===== src/rtl/alu_seq_multiplier_if.sv =====
// -----------------------------------------------------------------------------
// alu_seq_multiplier_if
//   Handshake and operand/result bundle between execute-stage control and the
//   sequential shift-add multiplier.
//
//   start         control -> multiplier  request a multiply (honoured in IDLE)
//   multiplicand  control -> multiplier  operand A, WIDTH bits
//   multiplier    control -> multiplier  operand B, WIDTH bits
//   busy          multiplier -> control  iterating
//   done          multiplier -> control  one-cycle pulse, product valid
//   product       multiplier -> HI/LO    2*WIDTH-bit result register
//
//   master : the requesting side (control / testbench)
//   slave  : the multiplier itself
// -----------------------------------------------------------------------------
interface alu_seq_multiplier_if #(
  parameter int WIDTH = 32
);
  logic               start;
  logic [WIDTH-1:0]   multiplicand;
  logic [WIDTH-1:0]   multiplier;
  logic               busy;
  logic               done;
  logic [2*WIDTH-1:0] product;

  modport master (
    output start, multiplicand, multiplier,
    input  busy, done, product
  );

  modport slave (
    input  start, multiplicand, multiplier,
    output busy, done, product
  );
endinterface


===== src/rtl/alu_seq_multiplier.sv =====
// -----------------------------------------------------------------------------
// alu_seq_multiplier
//   Unsigned radix-2 shift-add multiplier sitting beside the slice-built ALU.
//   One partial-product iteration per clock; WIDTH iterations per operation,
//   no early exit. The full 2*WIDTH-bit product is kept, so no overflow exists.
//
//   clk    rising-edge clock
//   rst_n  asynchronous active-low reset; aborts any operation in flight
//   bus    alu_seq_multiplier_if.slave
//            start / multiplicand / multiplier  in
//            busy / done / product              out
//
//   Timing: start accepted at edge k, iterations on edges k+1..k+WIDTH,
//   done high for the cycle after edge k+WIDTH, next accept at k+WIDTH+2.
// -----------------------------------------------------------------------------
module alu_seq_multiplier #(
  parameter int WIDTH = 32,
  parameter int CNT_W = 6
) (
  input  logic                  clk,
  input  logic                  rst_n,
  alu_seq_multiplier_if.slave   bus
);

  typedef enum logic [1:0] {
    ST_IDLE = 2'd0,
    ST_RUN  = 2'd1,
    ST_DONE = 2'd2
  } state_t;

  state_t               state_q;
  state_t               state_d;
  logic                 accept;
  logic                 last_iter;

  logic [WIDTH-1:0]     mcand_q;
  logic [2*WIDTH-1:0]   acc_q;
  logic [2*WIDTH-1:0]   acc_next;
  logic [CNT_W-1:0]     cnt_q;
  logic [2*WIDTH-1:0]   product_q;

  // One shift-add step. The upper half sum is WIDTH+1 bits so the carry out
  // of the add lands in the MSB after the right shift instead of being lost.
  function automatic logic [2*WIDTH-1:0] shift_add_step(
    input logic [2*WIDTH-1:0] acc,
    input logic [WIDTH-1:0]   mcand
  );
    logic [WIDTH:0] sum;
    sum = {1'b0, acc[2*WIDTH-1:WIDTH]} + (acc[0] ? {1'b0, mcand} : '0);
    return {sum, acc[WIDTH-1:1]};
  endfunction

  assign acc_next  = shift_add_step(acc_q, mcand_q);
  assign last_iter = (cnt_q == CNT_W'(WIDTH - 1));

  // Control: next-state decode
  always_comb begin
    state_d = state_q;
    accept  = 1'b0;
    case (state_q)
      ST_IDLE: begin
        if (bus.start) begin
          accept  = 1'b1;
          state_d = ST_RUN;
        end
      end
      ST_RUN: begin
        if (last_iter) begin
          state_d = ST_DONE;
        end
      end
      ST_DONE: begin
        state_d = ST_IDLE;
      end
      default: begin
        state_d = ST_IDLE;
      end
    endcase
  end

  always_ff @(posedge clk or negedge rst_n) begin
    if (!rst_n) begin
      state_q <= ST_IDLE;
    end else begin
      state_q <= state_d;
    end
  end

  // Datapath: operand capture, iteration, result register
  always_ff @(posedge clk or negedge rst_n) begin
    if (!rst_n) begin
      mcand_q   <= '0;
      acc_q     <= '0;
      cnt_q     <= '0;
      product_q <= '0;
    end else if (accept) begin
      mcand_q <= bus.multiplicand;
      acc_q   <= {{WIDTH{1'b0}}, bus.multiplier};
      cnt_q   <= '0;
    end else if (state_q == ST_RUN) begin
      acc_q <= acc_next;
      cnt_q <= cnt_q + CNT_W'(1);
      // product only moves on the edge entering DONE; it holds the previous
      // result for the whole of RUN
      if (last_iter) begin
        product_q <= acc_next;
      end
    end
  end

  // Outputs decoded from registered state
  assign bus.busy    = (state_q == ST_RUN);
  assign bus.done    = (state_q == ST_DONE);
  assign bus.product = product_q;

endmodule

===== src/flat_wrapper.sv =====
// flat-port wrapper written by rule: the top's interface ports become plain ports
module alu_seq_multiplier_flat 
#(
  parameter int WIDTH = 32,
  parameter int CNT_W = 6
)
  (clk, rst_n, bus_start, bus_multiplicand, bus_multiplier, bus_busy, bus_done, bus_product);
  alu_seq_multiplier_if #(.WIDTH(WIDTH)) bus_i ();
  input  logic clk;
  input  logic rst_n;
  input wire logic [$bits(bus_i.start)-1:0] bus_start;
  input wire logic [$bits(bus_i.multiplicand)-1:0] bus_multiplicand;
  input wire logic [$bits(bus_i.multiplier)-1:0] bus_multiplier;
  output wire logic [$bits(bus_i.busy)-1:0] bus_busy;
  output wire logic [$bits(bus_i.done)-1:0] bus_done;
  output wire logic [$bits(bus_i.product)-1:0] bus_product;
  assign bus_i.start = bus_start;
  assign bus_i.multiplicand = bus_multiplicand;
  assign bus_i.multiplier = bus_multiplier;
  assign bus_busy = bus_i.busy;
  assign bus_done = bus_i.done;
  assign bus_product = bus_i.product;
  alu_seq_multiplier #(.WIDTH(WIDTH), .CNT_W(CNT_W)) u_core (.clk(clk), .rst_n(rst_n), .bus(bus_i));
endmodule

===== config.mk =====
export PLATFORM = sky130hd
export DESIGN_NAME = alu_seq_multiplier_flat
export DESIGN_NICKNAME = d
export VERILOG_FILES = /design/src/rtl/alu_seq_multiplier_if.sv /design/src/rtl/alu_seq_multiplier.sv /design/src/flat_wrapper.sv
export SDC_FILE = /design/constraint.sdc
export NUM_CORES = 1
export LEC_CHECK = 0
export ABC_AREA = 1
export ABC_CLOCK_PERIOD_IN_PS = 2850
export BUFFER_PORTS_ARGS = -buffer_cell sky130_fd_sc_hd__buf_2
export CAP_MARGIN = 20
export CORE_UTILIZATION = 45
export DETAILED_ROUTE_END_ITERATION = 10
export PLACE_DENSITY_LB_ADDON = 0.2
export SLEW_MARGIN = 20
export SYNTH_ARGS = -nofsm -noshare
export SYNTH_HDL_FRONTEND = slang
export SYNTH_SLANG_ARGS = --single-unit

===== constraint.sdc =====
create_clock -name clk -period 2.85 [get_ports clk]
set_clock_uncertainty 0.1 [all_clocks]
set_input_delay 0 -clock clk [delete_from_list [all_inputs] [get_ports clk]]
set_output_delay 0 -clock clk [all_outputs]
set_load 0.02 [all_outputs]

Word-level counts from Yosys, hierarchy flattened. Cells that the tools add are included.

Bits in registers: 168. Input bits: 67. Output and inout port bits: 66. Logic and storage cells: 27.

Add/subtract/negate cells: 2. Equality and inequality tests: 5. Multiplexer cells: 10. Bitwise operators: 1. Reductions and logical operators: 4.

Operator list (number): 2-to-1 mux 64 bit (2); adder 32 x 33 -> 33 bit (1); 2-to-1 mux 32 bit (1); 2-to-1 mux 6 bit (2); adder 6 x 1 -> 6 bit, second input constant (1); == test 6 x 5 -> 1 bit, second input constant (1); 2-to-1 mux 2 bit (2); one-hot mux 2 bit (2 select lines) (1); AND reduction 3 bit (1); == test 2 x 1 -> 1 bit, second input constant (1); == test 2 bit, second input constant (1); logical NOT 2 bit (1); 2-to-1 mux 1 bit (2); != test 2 x 1 -> 1 bit, second input constant (1); != test 2 bit, second input constant (1); AND reduction 2 bit (1); nonzero test 2 bit (1); NOT 1 bit (1).

Longest topological paths before layout. Gate-level depths: netlist of run 1.

Depth in word-level cells: 4. Mapped depth: 17. Depth with buffers taken out: 15.

Worst setup path after synthesis of run 1. Ideal clock, no wire load.

Path type: flip-flop to flip-flop. Start: reg u_core.acc_q[0]. End: reg u_core.acc_q[47]. Library setup time: 0.118 ns. Arrival time: 2.049 ns. Data required time: 2.632 ns. Slack: 0.583 ns. Stages on the path, launching flop included: 15. Buffers on the path: 2. Period minus slack after synthesis: 2.267 ns. Cells stage by stage: dfrtp_1 clkbuf_1 clkbuf_1 nand2_1 inv_1 fa_1 nand3_1 nand3_1 nand2_1 nand2_1 nand2_1 nand2_1 or2_1 nand3_1 nand2_1.

Cells in the longest elaborated chain, start to end: 4.

Ends and longest elaborated chain: start, declared (line alu_seq_multiplier.sv:37) `logic [2*WIDTH-1:0] acc_q;`; start signal, assigned (line alu_seq_multiplier.sv:98) `acc_q <= {{WIDTH{1'b0}}, bus.multiplier};`; start signal, assigned (line alu_seq_multiplier.sv:101) `acc_q <= acc_next;`; 2-to-1 mux 32 bit (line alu_seq_multiplier.sv:49) `sum = {1'b0, acc[2*WIDTH-1:WIDTH]} + (acc[0] ? {1'b0, mcand} : '0);`; adder 32 x 33 -> 33 bit (line alu_seq_multiplier.sv:49); 2-to-1 mux 64 bit (line alu_seq_multiplier.sv:100) `end else if (state_q == ST_RUN) begin`; 2-to-1 mux 64 bit (line alu_seq_multiplier.sv:96) `end else if (accept) begin`.

Every way passes these cells. The select of a mux whose other input is x is not followed. A chain may end at the register's enable or synchronous reset.

Final worst setup path of run 1.
Start: reg u_core.acc_q[0]. End: reg u_core.product_q[47] (netlist: u_core.bus.product[47]).

Cells in the longest elaborated chain, start to end: 2.

Ends and longest elaborated chain: 2-to-1 mux 32 bit (line alu_seq_multiplier.sv:49); adder 32 x 33 -> 33 bit (line alu_seq_multiplier.sv:49); end signal, assigned (line alu_seq_multiplier.sv:106) `product_q <= acc_next;`; end, declared (line alu_seq_multiplier.sv:40) `logic [2*WIDTH-1:0] product_q;`.

Every way passes these cells.

==> reports/qor.txt, run 1 <==
Reg power frac = 31.5%
fin area = 11300 um^2
TritonCTS buffer count = 17
post-synth top area share = 46.3%
Final WS setup = 0.394 ns
placed cell areas = 10000 um^2
Setup violations, final = 0
FF-to-FF End = u_core.bus.product[47]
Max-slew headroom = 56.6%
minimum clock period = 2.46 ns
CTS root buffer = clkbuf_16
synth unique cells = 34
Post-synth ARST share = 100%
sw frac = 46.2%
Hold Crit Start = bus_start
most frequent cell after synthesis = nand2_1
Via Count = 8306
Comb pwr share = 49.9%
P_int = 7.04 mW
placed instance count = 1600
GRT Residual Overflow = 0
nets@finish = 1520
status = complete, no violations
pwr dens = 1160 nW/um^2
Clock H-tree levels = 4
CP Buf/Inv Count = 2
Iter 0 DRT Violations = 537
DIE HEIGHT = 144 um
Starting Density = 46.3%
largest net degree at the start of global routing = 69
gpl congestion = 0.940
CP delay by family, top = simple AND/OR/NAND/NOR gates
syn nets = 1329
DP HPWL = 17500 um
RSZ-0062 raised after global routing = no
busiest grt layer = met2
Max Fclk = 407 MHz
Antenna Cells = 0
CTS max path bufs = 2
syn_area_per_cell = 7.39 um^2
Post-synth top cells = 531 x nand2_1, 179 x inv_1, 168 x dfrtp_1
core footprint = 19600 um^2
critical path class = reg -> reg
GR Util met2 = 39.6%
Crit-path slowest cell = fa_1
Clock Sinks = 168
most used cell, CP = nand2_1
fin util = 57.6%
setup TNS = 0 ns
first-pass GRT wire length = 40200 um
Register-to-Register Path Depth = 13
crit path max fanout = 13
DR WL/cell = 14.5 um
# port buffers = 132
non-filler instance count after layout = 1697
Hold Path Class = in -> reg
Ys Warns = 0
Synth-to-Final Area Change = 24.3%
die width = 144 um
Post-Syn Area = 9080 um^2
final wirelength = 24600 um
GRT met1 Usage = 34.5%
startpoint types = flop
clk_lat worst skew = 0.44 ns
cell row count = 51
fraction of layout cells with a size suffix above 1 = 13.6%
drt first pass iters = 5
antenna violations before repair = 0
WHS Endpoint = u_core.state_q[0]
GRT Overall Usage = 25.3%
worst vdd ir = 0.528 mV
EDFF count, synth = 0
max_cap viols = 0
critical path capture point type = flop
Synth Instances = 1228
pre-CTS WS = 0.442 ns
CP max stage delay = 0.49 ns
clock-pin transition on the worst setup and hold timing paths = 0.08 ns
vias in the first global route = 8202
top post-synthesis cells by area = dfrtp_1 46%, nand2_1 22%, inv_1 7.4%, ha_1 4.5%, nand3_1 3.6%
drt drc = 0
vias per cell = 4.89
Tcrit/Tclk final = 86.2%
WP data arrival = 2.69 ns
Final Hold Vio Count = 0
Pleak = 6.30 nW
sequential-to-total area share from yosys stat = 46.3%
total power = 13.1 mW
Min-Delay Path Depth = 4
GRT met3 Usage = 4.47%
die area = 20800 um^2
#FFs+latches synth = 168
post-cts resize count = 0
Slew Limit Fails = 0
Worst Hold Slack = 0.0319 ns
Reg2Reg Launch Point = u_core.acc_q[0]
Antenna Nets Post-Route = 0
clock group share of total power = 18.6%
number of I/O pins = 133
critical-path cell list = buf_4, nand2_1, inv_1, fa_1, nand3_1, nand3_1, nand2_1, nand2_1, nand2_1, nand2_1, or2_1, nand3_1, nand2_1
largest area contributor in the netlist = dfrtp_1
CP Data Required Time = 3.08 ns
Main synth FF type = dfrtp_1
R2R Setup Slk = 0.39 ns
CTS tree = done
worst slew pin tran = 0.651 ns
sw power = 6.04 mW
timing repair:
action,in CTS,in global routing
hold endpoints to repair,176,0
buffers inserted,0,0
hold buffers,65,0
how the worst max path moves through the flow:
stage,from,to,cells after the start
CTS,u_core.acc_q[0],u_core.bus.product[47],13
floorplan,u_core.acc_q[0],u_core.acc_q[47],14
detailed placement,u_core.acc_q[0],u_core.bus.product[47],13
finish,u_core.acc_q[0],u_core.bus.product[47],13
global route,u_core.acc_q[0],u_core.bus.product[52],15
global placement,u_core.acc_q[0],u_core.bus.product[47],13
flip-flops by register name, summed over array words and instances (netlist names):
register            flops
u_core.cnt_q            6
u_core.bus.product     64
u_core.mcand_q         32
u_core.acc_q           64
u_core.state_q          2
logic make-up after synthesis:
group / after synthesis / synth area share [%]
flops: 168 / 46.3
fa+ha+maj: 34 / 4.77
xor+xnor: 15 / 1.45
simple gates: 666 / 29.2
buf+inv: 224 / 10.0
compound gates: 121 / 8.25
cell usage in the layout (no fill, tap or decap), drive strengths merged, types with 4 or more instances in the layout:
cell type	Yosys	routed
o221ai	29	29
buf	28	148
o21ai	61	61
clkinv	0	7
xnor2	11	11
nand3	68	68
nand2	534	534
dfrtp	168	168
nor2	51	51
a21oi	20	20
ha	33	33
dlygate4sd3	0	65
xor2	4	4
inv	183	190
nor3	5	5
nand3b	4	4
clkbuf	13	17
per-layer routing:
metal	part of all wire (%)	vias to the layer above
met5	0	-
met3	5.2	48
met1	48	3826
met4	2.7	0
met2	44	224
li1	-	4208
layout make-up:
class | instances | area (um^2)
fill | 1883 | 8310
sequential | 168 | 4200
multi-input combinational | 836 | 3970
timing repair buffer | 213 | 1480
inverter | 183 | 688
clock buffer | 17 | 425
tap | 265 | 332
clock inverter | 15 | 193
power groups by stage:
stage	Combinational, mW	Clock, mW	Sequential, mW
floorplan	4.21	0	4.49
global placement	6.34	0	4.15
detailed placement	6.44	0	4.15
CTS	6.53	2.46	4.12
global route	7.38	2.55	4.23
finish	6.53	2.43	4.13
worst register-to-register path, cell delays in order (launching register included):
cell,delay [ns]
dfrtp_1,0.39
buf_4,0.19
nand2_1,0.07
inv_1,0.06
fa_1,0.49
nand3_1,0.13
nand3_1,0.15
nand2_1,0.10
nand2_1,0.12
nand2_1,0.08
nand2_1,0.09
or2_1,0.24
nand3_1,0.09
nand2_1,0.05
Power figures use the tool's default switching activity.
==> run 2: changes to the inputs <==
CTS_BUF_LIST = sky130_fd_sc_hd__clkbuf_4 sky130_fd_sc_hd__clkbuf_8   (was unset)
==> run 2 against run 1 <==
The flow now finishes with violations (hold timing); first-iteration DRC count decreased by 15%; hold slack worse by 0.036 ns; via count about the same; setup slack better by 0.011 ns; die area is the same; highest routed layer unchanged; combinational power is essentially flat; cell count grew 0.12%; largest cell class unchanged; largest power group unchanged; critical path depth did not move; critical path type unchanged; clock power fell by 24%; power down 4.6%.
==> reports/qor.txt, run 2 (synthesized netlist as in run 1, its figures left out) <==
status = finished, violations left
failing checks = hold timing
startpoint types = flop
number of I/O pins = 133 (unchanged)
R2R Setup Slk = 0.40 ns (about the same)
DR WL/cell = 14.5 um (about the same)
DIE HEIGHT = 144 um (unchanged)
Hold Path Class = in -> async
Iter 0 DRT Violations = 459 (-15%)
vias in the first global route = 8193 (-0.11%)
Via Count = 8298 (-0.096%)
pwr dens = 1120 nW/um^2 (-3.2%)
drt first pass iters = 5 (unchanged)
CTS max path bufs = 2 (unchanged)
sequential cell area = 4200 um^2 (unchanged)
Final WS setup = 0.405 ns (+0.0109 ns)
post-CTS setup buffer count = 0 (unchanged)
Max Fclk = 409 MHz (+0.45%)
commonest non-fill, non-tap cell in the layout = nand2_1
drt drc = 0 (unchanged)
max_cap viols = 0 (unchanged)
Fill cells = 1906 (+1.2%)
CP delay by family, top = simple AND/OR/NAND/NOR gates
die area = 20800 um^2 (unchanged)
fraction of layout cells with a size suffix above 1 = 13.6% (-0.019 points)
crit path max fanout = 13 (unchanged)
CP Data Required Time = 3.13 ns (+0.05 ns)
CTS root buffer = clkbuf_8
critical path class = reg -> reg
first-pass GRT wire length = 40100 um (-0.29%)
Crit-path slowest cell = fa_1
die width = 144 um (unchanged)
core footprint = 19600 um^2 (unchanged)
pre-CTS WS = 0.442 ns (unchanged)
GRT Overall Usage = 25.2% (-0.069 points)
antenna violations before repair = 0 (unchanged)
Clock H-tree levels = 4 (unchanged)
Slew Limit Fails = 0 (unchanged)
Post-CTS Hold Fix Bufs = 67 (+3.1%)
largest net degree at the start of global routing = 69 (unchanged)
Antenna Nets Post-Route = 0 (unchanged)
Starting Density = 46.3% (unchanged)
# port buffers = 132 (unchanged)
most used cell, CP = nand2_1
DP HPWL = 17500 um (unchanged)
cell row count = 51 (unchanged)
clock-pin transition on the worst setup and hold timing paths = 0.11 ns (+0.03 ns)
Clock Sinks = 168 (unchanged)
most frequent cells in the layout = 531 x nand2_1, 178 x inv_1, 168 x dfrtp_1
worst slew pin tran = 0.647 ns (-0.00467 ns)
critical path capture point type = flop
CP max stage delay = 0.48 ns (about the same)
Pleak = 6.22 nW (-1.3%)
vias per cell = 4.88 (-0.21%)
Setup violations, final = 0 (unchanged)
WP data arrival = 2.72 ns (+0.03 ns)
critical-path cell list = buf_4, nand2_1, inv_1, fa_1, nand3_1, nand3_1, nand2_1, nand2_1, nand2_1, nand2_1, or2_1, nand3_1, nand2_1
gpl congestion = 0.940 (unchanged)
TritonCTS buffer count = 17 (unchanged)
Final Hold Vio Count = 1 (+1)
Antenna Cells = 0 (unchanged)
nets@finish = 1522 (+0.13%)
CP Buf/Inv Count = 2 (unchanged)
setup TNS = 0 ns (unchanged)
GRT Residual Overflow = 0 (unchanged)
Max-slew headroom = 56.9% (+0.31 points)
post-cts resize count = 0 (unchanged)
Tcrit/Tclk final = 85.8% (-0.38 points)
clk_lat worst skew = 0.48 ns (+0.04 ns)
final wirelength = 24700 um (+0.13%)
Worst Hold Slack = -0.00407 ns (-0.0359 ns)
RSZ-0062 raised after global routing = no
CTS tree = done
Synth-to-Final Area Change = 22.4%
worst vdd ir = 0.574 mV (+8.8%)
minimum clock period = 2.45 ns (-0.0109 ns)
Multi-input gate area = 3970 um^2 (unchanged)
## run 2: through the flow
step	power, mW	cell area, um^2	utilization [%]	hold WS, ns	cells
6_report	12.5	11100	56.7	-0.00407	1699
4_1_cts	12.5	11100	56.7	0.000563	1699
2_1_floorplan	8.70	9080	-	-0.396	1228
5_1_grt	13.6	11100	56.7	0.0444	1699
3_5_place_dp	10.6	10000	51.1	-0.0375	1600
3_3_place_gp	10.5	10000	51.1	-0.0402	1600
## run 2: area by class of cell
class	count	share of cell area (%)
clock buffers	17	2.11
clock inverters	15	1.73
inverters	183	6.19
multi-input cells	836	35.7
flip-flops and latches	168	37.8
well taps	265	2.98
repair buffers	215	13.5
## run 2: worst register-to-register path, delay by kind of cell (launching register included)
kind,cells,cell delay (ns)
and+or+nand+nor,10,1.12
adders and majority gates,1,0.48
DFF,1,0.40
buffers and inverters,2,0.25
## run 2: power breakdown
| group | internal, mW | switching (mW) | total, mW |
|---|---|---|---|
| clock | 0.759 | 1.08 | 1.84 |
| combinational | 2.25 | 4.28 | 6.53 |
| sequential | 3.52 | 0.599 | 4.11 |
## run 2: final timing paths
kind	cells after the start	to	from
worst max-delay path	13	u_core.bus.product[47]	u_core.acc_q[0]
worst min-delay path	2	u_core.bus.product[36]	rst_n
worst max register to register	13	u_core.bus.product[47]	u_core.acc_q[0]
worst min register to register	2	u_core.bus.product[42]	u_core.bus.product[42]
max in group asynchronous	3	u_core.mcand_q[20]	rst_n
min in group clk	4	u_core.mcand_q[10]	bus_multiplicand[10]
## run 2: metal layers
metal	up-vias	GRT usage (%)	share of wire, %	wire [um]
met5	-	0	0	0
met4	0	10.2	2.1	529
met3	34	3.91	4.9	1220
met2	227	39.7	45	11100
met1	3830	34.7	48	11800
li1	4207	-	-	-
